<file path="config.mk">
export PLATFORM = sky130hd
export DESIGN_NAME = tmr_fault_monitor_flat
export DESIGN_NICKNAME = d
export VERILOG_FILES = /design/src/rtl/tmr_fault_monitor_pkg.sv /design/src/rtl/tmr_fault_monitor_if.sv /design/src/rtl/tmr_fault_monitor_sat_counter.sv /design/src/rtl/tmr_fault_monitor.sv /design/src/flat_wrapper.sv
export SDC_FILE = /design/constraint.sdc
export NUM_CORES = 1
export LEC_CHECK = 0
export CAP_MARGIN = 15
export CORE_MARGIN = 4
export CORE_UTILIZATION = 43
export DETAILED_ROUTE_END_ITERATION = 8
export GPL_TIMING_DRIVEN = 0
export PLACE_DENSITY_LB_ADDON = 0.15
export RECOVER_POWER = 25
export SETUP_SLACK_MARGIN = 0.2
export SLEW_MARGIN = 20
export SYNTH_ARGS = -nofsm -noshare
export SYNTH_HDL_FRONTEND = slang
export SYNTH_SLANG_ARGS = --single-unit
export TNS_END_PERCENT = 20
</file>
<file path="constraint.sdc">
create_clock -name clk -period 1.75 [get_ports clk]
set_input_delay 0.175 -clock clk [delete_from_list [all_inputs] [get_ports clk]]
set_output_delay 0.175 -clock clk [all_outputs]
set_load 0.03 [all_outputs]
</file>
<file path="src/rtl/tmr_fault_monitor_pkg.sv">
// Shared widths, health-state encoding and helpers for the TMR fault monitor.
// Optional timestamp capture is enabled with the TMR_MON_TIMESTAMP_EN macro.
package tmr_mon_pkg;

    localparam int unsigned NSIG        = 13;
    localparam int unsigned CNT_W       = 8;
    localparam int unsigned FAIL_THRESH = 4;
    localparam int unsigned TS_W        = 16;
    localparam int unsigned SIG_W       = $clog2(NSIG);

    typedef enum logic [1:0] {
        ST_TMR     = 2'b00,
        ST_SIMPLEX = 2'b01,
        ST_FATAL   = 2'b10
    } tmr_state_t;

    function automatic logic [1:0] count_ones3(input logic [2:0] v);
        return 2'(v[0]) + 2'(v[1]) + 2'(v[2]);
    endfunction

    // Lowest set bit index; scanning downward lets the lowest hit win.
    function automatic logic [SIG_W-1:0] lowest_idx(input logic [NSIG-1:0] v);
        logic [SIG_W-1:0] idx;
        idx = '0;
        for (int i = int'(NSIG) - 1; i >= 0; i--) begin
            if (v[i]) idx = SIG_W'(i);
        end
        return idx;
    endfunction

endpackage

</file>
<file path="src/rtl/tmr_fault_monitor_if.sv">
// Status/control bundle between the TMR voter bank, the monitor and its host.
interface tmr_fault_monitor_if;
    import tmr_mon_pkg::*;

    logic              a_dis;
    logic              b_dis;
    logic              c_dis;
    logic [NSIG-1:0]   err_vec;
    logic              clr;
    logic              irq_ack;
    tmr_state_t        state;
    logic [2:0]        copy_failed;
    logic [CNT_W-1:0]  cnt_a;
    logic [CNT_W-1:0]  cnt_b;
    logic [CNT_W-1:0]  cnt_c;
    logic              first_valid;
    logic [SIG_W-1:0]  first_sig;
    logic [TS_W-1:0]   first_time;
    logic              irq;

    modport master (
        output a_dis, b_dis, c_dis, err_vec, clr, irq_ack,
        input  state, copy_failed, cnt_a, cnt_b, cnt_c,
               first_valid, first_sig, first_time, irq
    );

    modport slave (
        input  a_dis, b_dis, c_dis, err_vec, clr, irq_ack,
        output state, copy_failed, cnt_a, cnt_b, cnt_c,
               first_valid, first_sig, first_time, irq
    );
endinterface

</file>
<file path="src/rtl/tmr_fault_monitor_sat_counter.sv">
// Saturating up-counter with synchronous clear; also exposes its next value.
module tmr_sat_counter #(
    parameter int unsigned W = 8
) (
    input  logic         clk,
    input  logic         rst,
    input  logic         i_clr,
    input  logic         i_inc,
    output logic [W-1:0] o_cnt,
    output logic [W-1:0] o_cnt_nxt_c
);
    localparam logic [W-1:0] CNT_MAX = '1;

    logic [W-1:0] r_cnt;

    always_comb begin
        o_cnt_nxt_c = r_cnt;
        if (i_clr)                         o_cnt_nxt_c = '0;
        else if (i_inc && r_cnt != CNT_MAX) o_cnt_nxt_c = r_cnt + W'(1);
    end

    always_ff @(posedge clk or negedge rst) begin
        if (!rst) r_cnt <= '0;
        else      r_cnt <= o_cnt_nxt_c;
    end

    assign o_cnt = r_cnt;
endmodule

</file>
<file path="src/rtl/tmr_fault_monitor.sv">
// TMR health monitor: per-copy disagreement counts, TMR/SIMPLEX/FATAL FSM,
// first-error capture and level irq. TMR_MON_TIMESTAMP_EN adds a capture timestamp.
module tmr_fault_monitor
    import tmr_mon_pkg::*;
(
    input logic                 clk,
    input logic                 rst,
    tmr_fault_monitor_if.slave  bus
);
    logic [CNT_W-1:0] w_cnt_a, w_cnt_b, w_cnt_c;
    logic [CNT_W-1:0] w_nxt_a, w_nxt_b, w_nxt_c;
    logic [2:0]       w_thr;
    logic [1:0]       w_n_failed;
    logic             w_err_any;
    logic [TS_W-1:0]  w_ts;

    logic [2:0]       r_copy_failed;
    logic [NSIG-1:0]  r_err_vec;
    tmr_state_t       r_state;
    logic             r_irq;
    logic             r_first_valid;
    logic [SIG_W-1:0] r_first_sig;
    logic [TS_W-1:0]  r_first_time;

    tmr_sat_counter #(.W(CNT_W)) u_cnt_a (.clk(clk), .rst(rst), .i_clr(bus.clr), .i_inc(bus.a_dis),
                                          .o_cnt(w_cnt_a), .o_cnt_nxt_c(w_nxt_a));
    tmr_sat_counter #(.W(CNT_W)) u_cnt_b (.clk(clk), .rst(rst), .i_clr(bus.clr), .i_inc(bus.b_dis),
                                          .o_cnt(w_cnt_b), .o_cnt_nxt_c(w_nxt_b));
    tmr_sat_counter #(.W(CNT_W)) u_cnt_c (.clk(clk), .rst(rst), .i_clr(bus.clr), .i_inc(bus.c_dis),
                                          .o_cnt(w_cnt_c), .o_cnt_nxt_c(w_nxt_c));

    // Retire on the same edge the counter reaches the threshold.
    assign w_thr = {w_nxt_c >= CNT_W'(FAIL_THRESH),
                    w_nxt_b >= CNT_W'(FAIL_THRESH),
                    w_nxt_a >= CNT_W'(FAIL_THRESH)};

    assign w_n_failed = count_ones3(r_copy_failed);
    assign w_err_any  = |r_err_vec;

    always_ff @(posedge clk or negedge rst) begin
        if (!rst) begin
            r_copy_failed <= '0;
            r_err_vec     <= '0;
        end else if (bus.clr) begin
            r_copy_failed <= '0;
            r_err_vec     <= '0;
        end else begin
            r_copy_failed <= r_copy_failed | w_thr;
            r_err_vec     <= bus.err_vec;
        end
    end

    // Health FSM; a transition into SIMPLEX/FATAL overrides a same-cycle ack.
    always_ff @(posedge clk or negedge rst) begin
        if (!rst) begin
            r_state <= ST_TMR;
            r_irq   <= 1'b0;
        end else if (bus.clr) begin
            r_state <= ST_TMR;
            r_irq   <= 1'b0;
        end else begin
            if (bus.irq_ack) r_irq <= 1'b0;
            case (r_state)
                ST_TMR: begin
                    if (w_n_failed >= 2'd2 || w_err_any) begin
                        r_state <= ST_FATAL;
                        r_irq   <= 1'b1;
                    end else if (w_n_failed == 2'd1) begin
                        r_state <= ST_SIMPLEX;
                        r_irq   <= 1'b1;
                    end
                end
                ST_SIMPLEX: begin
                    if (w_n_failed >= 2'd2 || w_err_any) begin
                        r_state <= ST_FATAL;
                        r_irq   <= 1'b1;
                    end
                end
                default: r_state <= r_state;
            endcase
        end
    end

`ifdef TMR_MON_TIMESTAMP_EN
    logic [TS_W-1:0] r_ts;

    // Free-running; deliberately untouched by clr.
    always_ff @(posedge clk or negedge rst) begin
        if (!rst) r_ts <= '0;
        else      r_ts <= r_ts + TS_W'(1);
    end
    assign w_ts = r_ts;
`else
    assign w_ts = '0;
`endif

    always_ff @(posedge clk or negedge rst) begin
        if (!rst) begin
            r_first_valid <= 1'b0;
            r_first_sig   <= '0;
            r_first_time  <= '0;
        end else if (bus.clr) begin
            r_first_valid <= 1'b0;
            r_first_sig   <= '0;
            r_first_time  <= '0;
        end else if (!r_first_valid && (|bus.err_vec)) begin
            r_first_valid <= 1'b1;
            r_first_sig   <= lowest_idx(bus.err_vec);
            r_first_time  <= w_ts;
        end
    end

    assign bus.state       = r_state;
    assign bus.irq         = r_irq;
    assign bus.copy_failed = r_copy_failed;
    assign bus.cnt_a       = w_cnt_a;
    assign bus.cnt_b       = w_cnt_b;
    assign bus.cnt_c       = w_cnt_c;
    assign bus.first_valid = r_first_valid;
    assign bus.first_sig   = r_first_sig;
    assign bus.first_time  = r_first_time;
endmodule

</file>
<file path="src/flat_wrapper.sv">
// flat-port wrapper written by rule: the top's interface ports become plain ports
module tmr_fault_monitor_flat import tmr_mon_pkg::*;
  (clk, rst, bus_a_dis, bus_b_dis, bus_c_dis, bus_err_vec, bus_clr, bus_irq_ack, bus_state, bus_copy_failed, bus_cnt_a, bus_cnt_b, bus_cnt_c, bus_first_valid, bus_first_sig, bus_first_time, bus_irq);
  tmr_fault_monitor_if bus_i ();
  input logic clk;
  input logic rst;
  input wire logic [$bits(bus_i.a_dis)-1:0] bus_a_dis;
  input wire logic [$bits(bus_i.b_dis)-1:0] bus_b_dis;
  input wire logic [$bits(bus_i.c_dis)-1:0] bus_c_dis;
  input wire logic [$bits(bus_i.err_vec)-1:0] bus_err_vec;
  input wire logic [$bits(bus_i.clr)-1:0] bus_clr;
  input wire logic [$bits(bus_i.irq_ack)-1:0] bus_irq_ack;
  output wire logic [$bits(bus_i.state)-1:0] bus_state;
  output wire logic [$bits(bus_i.copy_failed)-1:0] bus_copy_failed;
  output wire logic [$bits(bus_i.cnt_a)-1:0] bus_cnt_a;
  output wire logic [$bits(bus_i.cnt_b)-1:0] bus_cnt_b;
  output wire logic [$bits(bus_i.cnt_c)-1:0] bus_cnt_c;
  output wire logic [$bits(bus_i.first_valid)-1:0] bus_first_valid;
  output wire logic [$bits(bus_i.first_sig)-1:0] bus_first_sig;
  output wire logic [$bits(bus_i.first_time)-1:0] bus_first_time;
  output wire logic [$bits(bus_i.irq)-1:0] bus_irq;
  assign bus_i.a_dis = bus_a_dis;
  assign bus_i.b_dis = bus_b_dis;
  assign bus_i.c_dis = bus_c_dis;
  assign bus_i.err_vec = bus_err_vec;
  assign bus_i.clr = bus_clr;
  assign bus_i.irq_ack = bus_irq_ack;
  assign bus_state = bus_i.state;
  assign bus_copy_failed = bus_i.copy_failed;
  assign bus_cnt_a = bus_i.cnt_a;
  assign bus_cnt_b = bus_i.cnt_b;
  assign bus_cnt_c = bus_i.cnt_c;
  assign bus_first_valid = bus_i.first_valid;
  assign bus_first_sig = bus_i.first_sig;
  assign bus_first_time = bus_i.first_time;
  assign bus_irq = bus_i.irq;
  tmr_fault_monitor u_core (.clk(clk), .rst(rst), .bus(bus_i));
endmodule
</file>
* Word-level counts from Yosys, hierarchy flattened
Cells that the tools add are included.
Operators by class: add/subtract/negate cells 5, $lt $le $gt $ge 4, equality and inequality tests 7, mux-type cells 38, bitwise gates (word level) 1, reductions and logical operators 12
Operators by type and width (count):
- 4-bit 2-to-1 mux | 15
- 8-bit 2-to-1 mux | 6
- 16-bit 2-to-1 mux | 2
- 13-bit OR reduction | 2
- 8-bit by 1-bit adder with 8-bit output (second input constant) | 3
- 8-bit by 3-bit >= comparator with 1-bit output (second input constant) | 3
- 8-bit != test (second input constant) | 3
- 13-bit 2-to-1 mux | 1
- 2-bit 2-to-1 mux | 4
- 1-bit 2-to-1 mux | 7
- 2-bit by 1-bit equality test with 1-bit output (second input constant) | 2
- 1-bit logical AND | 4
- 4-bit by 2-bit != test with 1-bit output (second input constant) | 1
- 2-bit case mux with 2 select lines | 1
- 3-bit 2-to-1 mux | 1
- 3-bit by 2-bit != test with 1-bit output (second input constant) | 1
- 3-bit bitwise OR | 1
- 3-bit AND reduction | 1
- 3-bit nonzero test | 1
- 1-bit by 1-bit adder with 2-bit output | 1
- 2-bit by 1-bit adder with 2-bit output | 1
- 2-bit >= comparator (second input constant) | 1
- 2-bit zero test | 1
- 1-bit case mux with 2 select lines | 1
- other kinds (3) | 3
Storage, ports and cells: bits in registers 64, output and inout port bits 51, word-level logic and storage cells 77

* Longest topological paths before layout
Gate-level depths: netlist (run 1).
depth after elaboration 15, gate-level depth with buffers 6, gate-level depth less buffers 6

* Hierarchy
A second synthesis (run 1) with hierarchy kept.
Unflattened totals: cell total of the unflattened synthesis 250, area total of the unflattened synthesis 2688.8 sq um
By module, submodules not included:
- tmr_sat_counter | times used 3, cells an instance 45, area an instance 499.2 sq um, seq. area each 200.2 sq um
- tmr_fault_monitor | times used 1, cells an instance 115, area an instance 1191.1 sq um, seq. area each 600.6 sq um

* Worst setup path before layout (run 1)
Ideal clock, no wire load.
path type register to register, from reg u_core.u_cnt_b.r_cnt[0] (netlist: u_core.u_cnt_b.o_cnt[0]), to reg u_core.r_copy_failed[1] (netlist: u_core.bus.copy_failed[1]), library setup time 0.129 ns, data arrival time 1.967 ns, data required time 1.621 ns, slack -0.346 ns, stages on the path, launching flop included 7, path buffers 0, cell sequence dfrtp_1 ha_1 and4_1 o21ai_0 a31oi_1 or4_1 o41a_1
On the way: longest elaborated chain between the ends 7, elaborated cells between the ends (all ways) 8
Ends and longest elaborated chain:
- start, declared | RTL line tmr_fault_monitor_sat_counter.sv:14 | logic [W-1:0] r_cnt;
- start signal, assigned | RTL line tmr_fault_monitor_sat_counter.sv:24 | else r_cnt <= o_cnt_nxt_c;
- parallel branches: the longest is 2 deep, another holds 8-bit by 1-bit adder with 8-bit output
- 8-bit 2-to-1 mux (*) | RTL line tmr_fault_monitor_sat_counter.sv:19 | else if (i_inc && r_cnt != CNT_MAX) o_cnt_nxt_c = r_cnt + W'(1);
- 8-bit 2-to-1 mux (*) | RTL line tmr_fault_monitor_sat_counter.sv:18 | if (i_clr) o_cnt_nxt_c = '0;
- via u_core.u_cnt_b.o_cnt_nxt_c[4] | RTL line tmr_fault_monitor_sat_counter.sv:10 | output logic [W-1:0] o_cnt_nxt_c
- 8-bit by 3-bit >= comparator with 1-bit output (*) | RTL line tmr_fault_monitor.sv:34 | w_nxt_b >= CNT_W'(FAIL_THRESH),
- 3-bit bitwise OR (*) | RTL line tmr_fault_monitor.sv:48 | r_copy_failed <= r_copy_failed | w_thr;
- 3-bit 2-to-1 mux (*) | RTL line tmr_fault_monitor.sv:44 | end else if (bus.clr) begin
- end signal, assigned | RTL line tmr_fault_monitor.sv:48
- end, declared | RTL line tmr_fault_monitor.sv:17 | logic [2:0] r_copy_failed;
Mark *: on every way through the listed nets, which the timed path passes. A chain may end at the register's enable or synchronous reset.

* Worst setup path in the final report (run 1)
Ends and elaborated chain as after synthesis.

==> key figures, run 1 <==
Logic synthesis
  • Post-synthesis cell type count: 45
  • Top-count cell post-synth: dfrtp_1
  • Post-synthesis instance total: 256
  • Post-synthesis sequential area ratio: between 40% and 50%
  • Syn Area/Cell: 9.614 µm²
  • Synth cell count leaders: 48 x dfrtp_1, 38 x nor2_1, 16 x buf_4, 15 x nand2_1, 14 x nor2b_1
  • Top-area cell type share of the netlist area: around half
  • Post-synth top flop: dfrtp_1
  • FF+latch count, synth: 48
  • Synth async-reset ratio: 100.0%
  • EDFF count, synth: 0
  • Synthesized cell area: about 2500 µm²
  • Area contributors post-synth: dfrtp_1 49%, nor2_1 5.8%, buf_4 4.9%, nor2b_1 3.6%, nand2_1 2.3%
  • Largest area contributor in the netlist: dfrtp_1
  • Synth Warn #: 0

STA
  • Worst Max-Slew Pin Slew: 1.161 ns
  • Max Fclk: 0.5203 GHz
  • Clk_skew: 0.005465 ns
  • RSZ-0062 raised after global routing: yes
  • Post-route clock period utilization: 109.8%
  • Final worst slack: -0.1721 ns
  • Worst slew margin: 22.58%
  • Final setup viols: 1
  • Slew Viols, Final: 0
  • Fin Setup TNS: -0.1721 ns
  • Hold Vio Cnt, Final: 0
  • Min Clock Period, post-route: 1.922 ns

Critical path
  • CP arrival: 2.11 ns
  • Req. time, crit path: 1.94 ns
  • CP Launch Type: register
  • Crit-path slowest cell: or4_1
  • Max stage delay on crit path: 0.51 ns
  • CP max FO: 4
  • Top delay family on crit path: simple AND/OR/NAND/NOR gates
  • Worst path cell trace: ha_4, and4_1, o21ai_1, a31oi_1, or4_1, o41a_1
  • Worst setup EP type: register
  • Critical path class: register to register
  • Buf+Inv Stages, Crit Path: 0

Min path
  • Hold Path Class: input pin to register

Final layout
  • Syn-to-layout area delta: 41.64%
  • Number of nets in the layout: 366
  • # diodes: 0
  • Non-Filler Instances: 415
  • Fin area: around 3500 µm²
  • Ratio of cells with drive above 1 in the final layout: 20.70%
  • Util after Layout: a little over three fifths

Power and ir drop
  • Combinational fraction of design power: between 10% and 20%
  • Clock power share: 29.9%
  • Pwr dens: 645.9 nW/µm²
  • Peak supply drop: 0.5052 mV
  • Final Power: around 2300 µW
  • Sw frac: 27.59%
  • Sequential power share: 52.6%
  • Leakage: 0.001805 µW
  • Pint: between 1500 and 2000 µW
  • Net Switching: 621.1 µW

Placed design
  • RD Place Congestion: between 0.8 and 0.9
  • Input/output buffers: 54
  • DP Area: 3207 µm²
  • Placed cell count: 398
  • Detailed Place HPWL: 4150 µm

Global routing
  • Initial antenna violation count: 0
  • First-pass GRT wire length: 9584 µm
  • Grt total ovfl: 0
  • Vias in the first global route: around 2100
  • Largest net degree at the start of global routing: 28
  • Total track usage: between 10% and 20%

Route
  • DRC Markers: 0
  • Drt wl/cell: 13.53 µm
  • DRT iter0 DRCs: 67
  • Antenna-violating nets left: 0
  • Drt pass-1 iters: 4
  • Via/cell ratio: between 5 and 6
  • Drt total wl: 5617 µm
  • Via count: 2117

Floorplanning
  • Core Rows: 27
  • Die H: 83.66 µm
  • Ports: 71
  • Core area: 5540 µm²
  • Die Area: 6998 µm²
  • Initial Util: roughly 44%
  • DIE WIDTH: 83.66 µm

Clocking
  • Clock-pin slew of the registers on the worst-case setup and hold paths: 0.08 ns
  • H-tree depth: 2
  • Clock Latency Late Sink: 0.30 ns
  • Sinks on Clock Net: 48
  • CTS tree: done
  • Root Buffer: clkbuf_8
  • Clock Tree Buf Depth: 2
  • Total CTS buffers: 5

Run status
  • Status: finished with violations
  • Failing checks: setup timing

Flow run
  • Max_cap viols: 0
==> cells by family (layout without fill, tap and decap cells) <==
| logic type | count (synthesis) | after routing | share of synthesized area (%) |
|---|---|---|---|
| and+or+nand+nor | 115 | 115 | 24.15 |
| DFF | 48 | 48 | 48.81 |
| AOI/OAI and AO/OA | 42 | 42 | 11.69 |
| buffers and inverters | 32 | 104 | 7.626 |
| xor gates and xnor gates | 9 | 9 | 3.203 |
| muxes | 5 | 5 | 2.034 |
| adders and majority gates | 4 | 4 | 2.339 |
| other | 1 | 16 | 0.1524 |
==> worst paths after layout <==
check                                                 endpoint  slack [ns]  depth (start not counted)                           startpoint
min reg2reg                u_core.bus.first_sig[0]$_DFFE_PN0P_        0.53                          2  u_core.bus.first_sig[0]$_DFFE_PN0P_
min                              u_core.r_err_vec[3]$_DFF_PN0_        0.19                          3                       bus_err_vec[3]
max in group asynchronous    u_core.u_cnt_c.o_cnt[1]$_DFF_PN0_        0.27                          3                                  rst
max                        u_core.bus.copy_failed[1]$_DFF_PN0_       -0.17                          6    u_core.u_cnt_b.o_cnt[0]$_DFF_PN0_
max reg2reg                u_core.bus.copy_failed[1]$_DFF_PN0_       -0.17                          6    u_core.u_cnt_b.o_cnt[0]$_DFF_PN0_
min in group asynchronous    u_core.u_cnt_a.o_cnt[3]$_DFF_PN0_        0.63                          2                                  rst
==> final cells by class <==
class	count	area, µm²
buffer	24	180.2
clock buffer	6	82.58
clock inverter	2	10.01
fill	513	2054
inverter	8	30.03
multi-input combinational	191	1276
sequential	48	1209
tap	72	90.09
timing repair buffer	64	608.1
==> timing repair <==
| item | 4_1_cts | 5_1_grt |
|---|---|---|
| endpoints found under the setup margin | 52 | 25 |
| hold buffers | 1 | 0 |
| setup buffers | 6 | 2 |
| pin swaps | 10 | 13 |
| hold endpoints to repair | 21 | 0 |
| resized for setup | 45 | 39 |
==> layout by cell type (no fill, tap or decap), types with 3 or more instances in the layout <==
master           count
a21oi_1             11
nor2b_1             14
buf_6                4
nor2_1              36
nand3_1              7
inv_1                8
dlygate4sd2_1       26
nand4_1              6
clkdlybuf4s50_1     14
clkbuf_8             6
a211oi_1             3
dlymetal6s2s_1      12
buf_4               25
conb_1              16
xor2_1               4
a31oi_1              6
mux2i_1              5
and4_1               3
ha_4                 3
nor3_1               6
xnor2_1              4
and3_1               4
dfrtp_2              6
nand2_1             15
or4_4                3
dfrtp_1             42
nand2b_1             4
==> power groups by stage <==
| stage | clock network, µW | logic (µW) | registers, µW |
|---|---|---|---|
| 2_1_floorplan | 0 | 175 | 1250 |
| 3_3_place_gp | 0 | 376 | 1210 |
| 3_5_place_dp | 0 | 384 | 1210 |
| 4_1_cts | 691 | 396 | 1180 |
| 5_1_grt | 752 | 440 | 1190 |
| 6_report | 673 | 395 | 1180 |
==> sequential cells by signal, summed over array words and instances, names as in the netlist <==
name and cells:
u_core.bus.irq 1, u_core.bus.first_valid 1, u_core.r_err_vec 13, u_core.u_cnt_c.o_cnt 8, u_core.bus.state 2, u_core.bus.first_sig 4, u_core.u_cnt_b.o_cnt 8, u_core.u_cnt_a.o_cnt 8
u_core.bus.copy_failed 3
==> worst register-to-register path: cells and delay by family (launching register included) <==
family / cells / cell delay [ns]
compound gates: 3 / 0.50
fa+ha+maj: 1 / 0.17
flops: 1 / 0.43
simple gates: 2 / 0.71
==> metal layers <==
metal | routed length, µm | track usage, %
met1 | 2485 | 20.59
met2 | 2692 | 27.33
met3 | 322 | 5.331
met4 | 116 | 7.018
met5 | 0 | 0
==> through the flow <==
stage          setup slack, ns  hold WS, ns
3_5_place_dp           -0.3649       0.1705
3_3_place_gp            -1.011       0.5204
6_report               -0.1721       0.1855
4_1_cts                -0.1776       0.3203
5_1_grt                -0.2317       0.1940
2_1_floorplan          -0.2025      -0.1206
(Power assumes the default switching activity.)
==> run 2: changes to the inputs <==
CORE_UTILIZATION = 47   (was 43)
clock period = 2.2 ns   (was 1.75 ns; I/O delays follow)
==> key figures, run 2 (synthesis results as in run 1) <==
Run status
  • Status: complete, no violations

Floorplanning
  • Initial Util: 48.19%
  • DIE WIDTH: 80.37 µm
  • Die H: 80.37 µm
  • Ports: between 70 and 80
  • Core area: 5107 µm²
  • Core Rows: 26
  • Die Area: 6459 µm²

Clocking
  • CTS tree: done
  • Root Buffer: clkbuf_8
  • H-tree depth: 2
  • Total CTS buffers: 5
  • Clock Latency Late Sink: 0.29 ns
  • Clock-pin slew of the registers on the worst-case setup and hold paths: roughly 0.09 ns
  • Clock Tree Buf Depth: 2
  • Sinks on Clock Net: 48

Power and ir drop
  • Combinational fraction of design power: 15.8%
  • Leakage: 0.001475 µW
  • Peak supply drop: between 0.5 and 0.6 mV
  • Sw frac: 24.95%
  • Pwr dens: 578.4 nW/µm²
  • Net Switching: 479.9 µW
  • Clock power share: 35.4%
  • Pint: ~1400 µW
  • Sequential power share: 48.8%

Final layout
  • Most common cell after layout, fill and taps aside: clkdlybuf4s50_1
  • Syn-to-layout area delta: 35.13%
  • # diodes: 0
  • Most frequent cells in the layout: 53 x clkdlybuf4s50_1, 46 x dfrtp_1, 38 x nor2_1, 17 x buf_4, 16 x conb_1
  • Fill cells: approximately 450
  • Ratio of cells with drive above 1 in the final layout: between 10% and 20%
  • Util after Layout: 65.12%
  • Non-Filler Instances: 406
  • Max reg flops: 13
  • Number of nets in the layout: ~360
  • Top reg by flops: u_core.r_err_vec

STA
  • Hold Worst Slack: 0.5133 ns
  • Fin Setup TNS: 0 ns
  • Final setup viols: 0
  • Min Clock Period, post-route: 1.958 ns
  • Hold Vio Cnt, Final: 0
  • Clk_skew: 0.004641 ns
  • Slew Viols, Final: 0
  • RSZ-0062 raised after global routing: yes
  • Worst Max-Slew Pin Slew: approximately 1.1 ns
  • Post-route clock period utilization: 88.98%
  • Worst slew margin: 28.52%
  • Max Fclk: 0.5109 GHz

Route
  • Antenna-violating nets left: 0
  • Drt total wl: 5398 µm
  • Via/cell ratio: approximately 5
  • Via count: 2057
  • Drt wl/cell: 13.30 µm
  • Drt pass-1 iters: 4
  • DRT iter0 DRCs: 48
  • DRC Markers: 0

Critical path
  • Req. time, crit path: 2.38 ns
  • CP max FO: 4
  • Crit-path slowest cell: or4_1
  • Worst path cell trace: ha_4, and4_1, o21ai_1, a31oi_1, or4_1, o41a_1
  • Slack of the worst reg-to-reg path: 0.24 ns
  • Worst setup EP type: register
  • R2R Path End: u_core.bus.copy_failed[1]$_DFF_PN0_
  • CP arrival: between 2 and 2.5 ns
  • Critical R2R Launch: u_core.u_cnt_b.o_cnt[0]$_DFF_PN0_
  • Top delay family on crit path: simple AND/OR/NAND/NOR gates
  • Buf+Inv Stages, Crit Path: 0
  • CP Launch Type: register
  • Critical path class: register to register
  • Max stage delay on crit path: 0.51 ns
  • Register-to-Register Path Depth: 6

Min path
  • Hold Path End: u_core.r_err_vec[9]$_DFF_PN0_
  • Hold_sp: bus_err_vec[9]
  • Worst Hold Depth: 3
  • Hold Path Class: input pin to register

Placed design
  • Detailed Place HPWL: 4156 µm
  • Placed cell count: just under 400
  • Input/output buffers: 54
  • RD Place Congestion: ~0.83

Global routing
  • Total track usage: 17.89%
  • First-pass GRT wire length: around 9100 µm
  • Grt total ovfl: 0
  • Initial antenna violation count: 0
  • Vias in the first global route: 1997
  • Largest net degree at the start of global routing: 31

Flow run
  • Max_cap viols: 0
run 2: per-layer routing:
metal	global-route usage, %	wire length (µm)
met2	31.13	2711
met4	3.378	29
met5	0	0
met3	4.260	324
met1	22.71	2332
run 2: worst max-delay path by stage:
stage	start	endpoint	slack (ns)	cells after the start
floorplan	u_core.u_cnt_b.o_cnt[0]$_DFF_PN0_	u_core.bus.copy_failed[1]$_DFF_PN0_	0.22	6
global placement	rst	u_core.u_cnt_b.o_cnt[1]$_DFF_PN0_	-0.59	1
detailed placement	bus_b_dis	u_core.bus.copy_failed[1]$_DFF_PN0_	0.04	6
CTS	u_core.u_cnt_b.o_cnt[0]$_DFF_PN0_	u_core.bus.copy_failed[1]$_DFF_PN0_	0.20	6
global route	u_core.u_cnt_b.o_cnt[0]$_DFF_PN0_	u_core.bus.copy_failed[1]$_DFF_PN0_	0.20	6
finish	u_core.u_cnt_b.o_cnt[0]$_DFF_PN0_	u_core.bus.copy_failed[1]$_DFF_PN0_	0.24	6
run 2: timing repair:
item,4_1_cts,5_1_grt
setup endpoints to repair,0,2
hold buffers,1,0
endpoints found under the hold margin,18,0
gates resized for setup,0,3
setup buffers,0,1
run 2: cell type report:
type                    instances  area, µm²  area share (%)
inverters                       8      30.03          0.9029
clock inverters                 1      30.03          0.9029
plain buffers                  24      157.7           4.740
flip-flops and latches         48       1204           36.19
repair buffers                 57      571.8           17.19
well taps                      70      87.58           2.634
multi-input cells             191       1149           34.54
clock buffers                   7      96.34           2.897
run 2: power by group through the flow:
stage | clock [µW] | combinational (µW) | sequential, µW
after floorplan | 0 | 138 | 993
after global placement | 0 | 296 | 957
after detailed placement | 0 | 305 | 957
after CTS | 693 | 307 | 940
after global routing | 744 | 332 | 946
final | 681 | 303 | 939
run 2: stage by stage:
stage,cell area [µm²],setup slack [ns],power [µW]
3_3_place_gp,3161,-0.5897,1253
2_1_floorplan,2532,0.2158,1131
6_report,3326,0.2425,1924
4_1_cts,3312,0.2023,1940
5_1_grt,3326,0.1986,2022
3_5_place_dp,3176,0.03796,1262
run 2: tightest hold or removal path, cell delays in order:
cell	delay [ns]
clkdlybuf4s50_1	0.43
inv_1	0.08
nor2_1	0.04
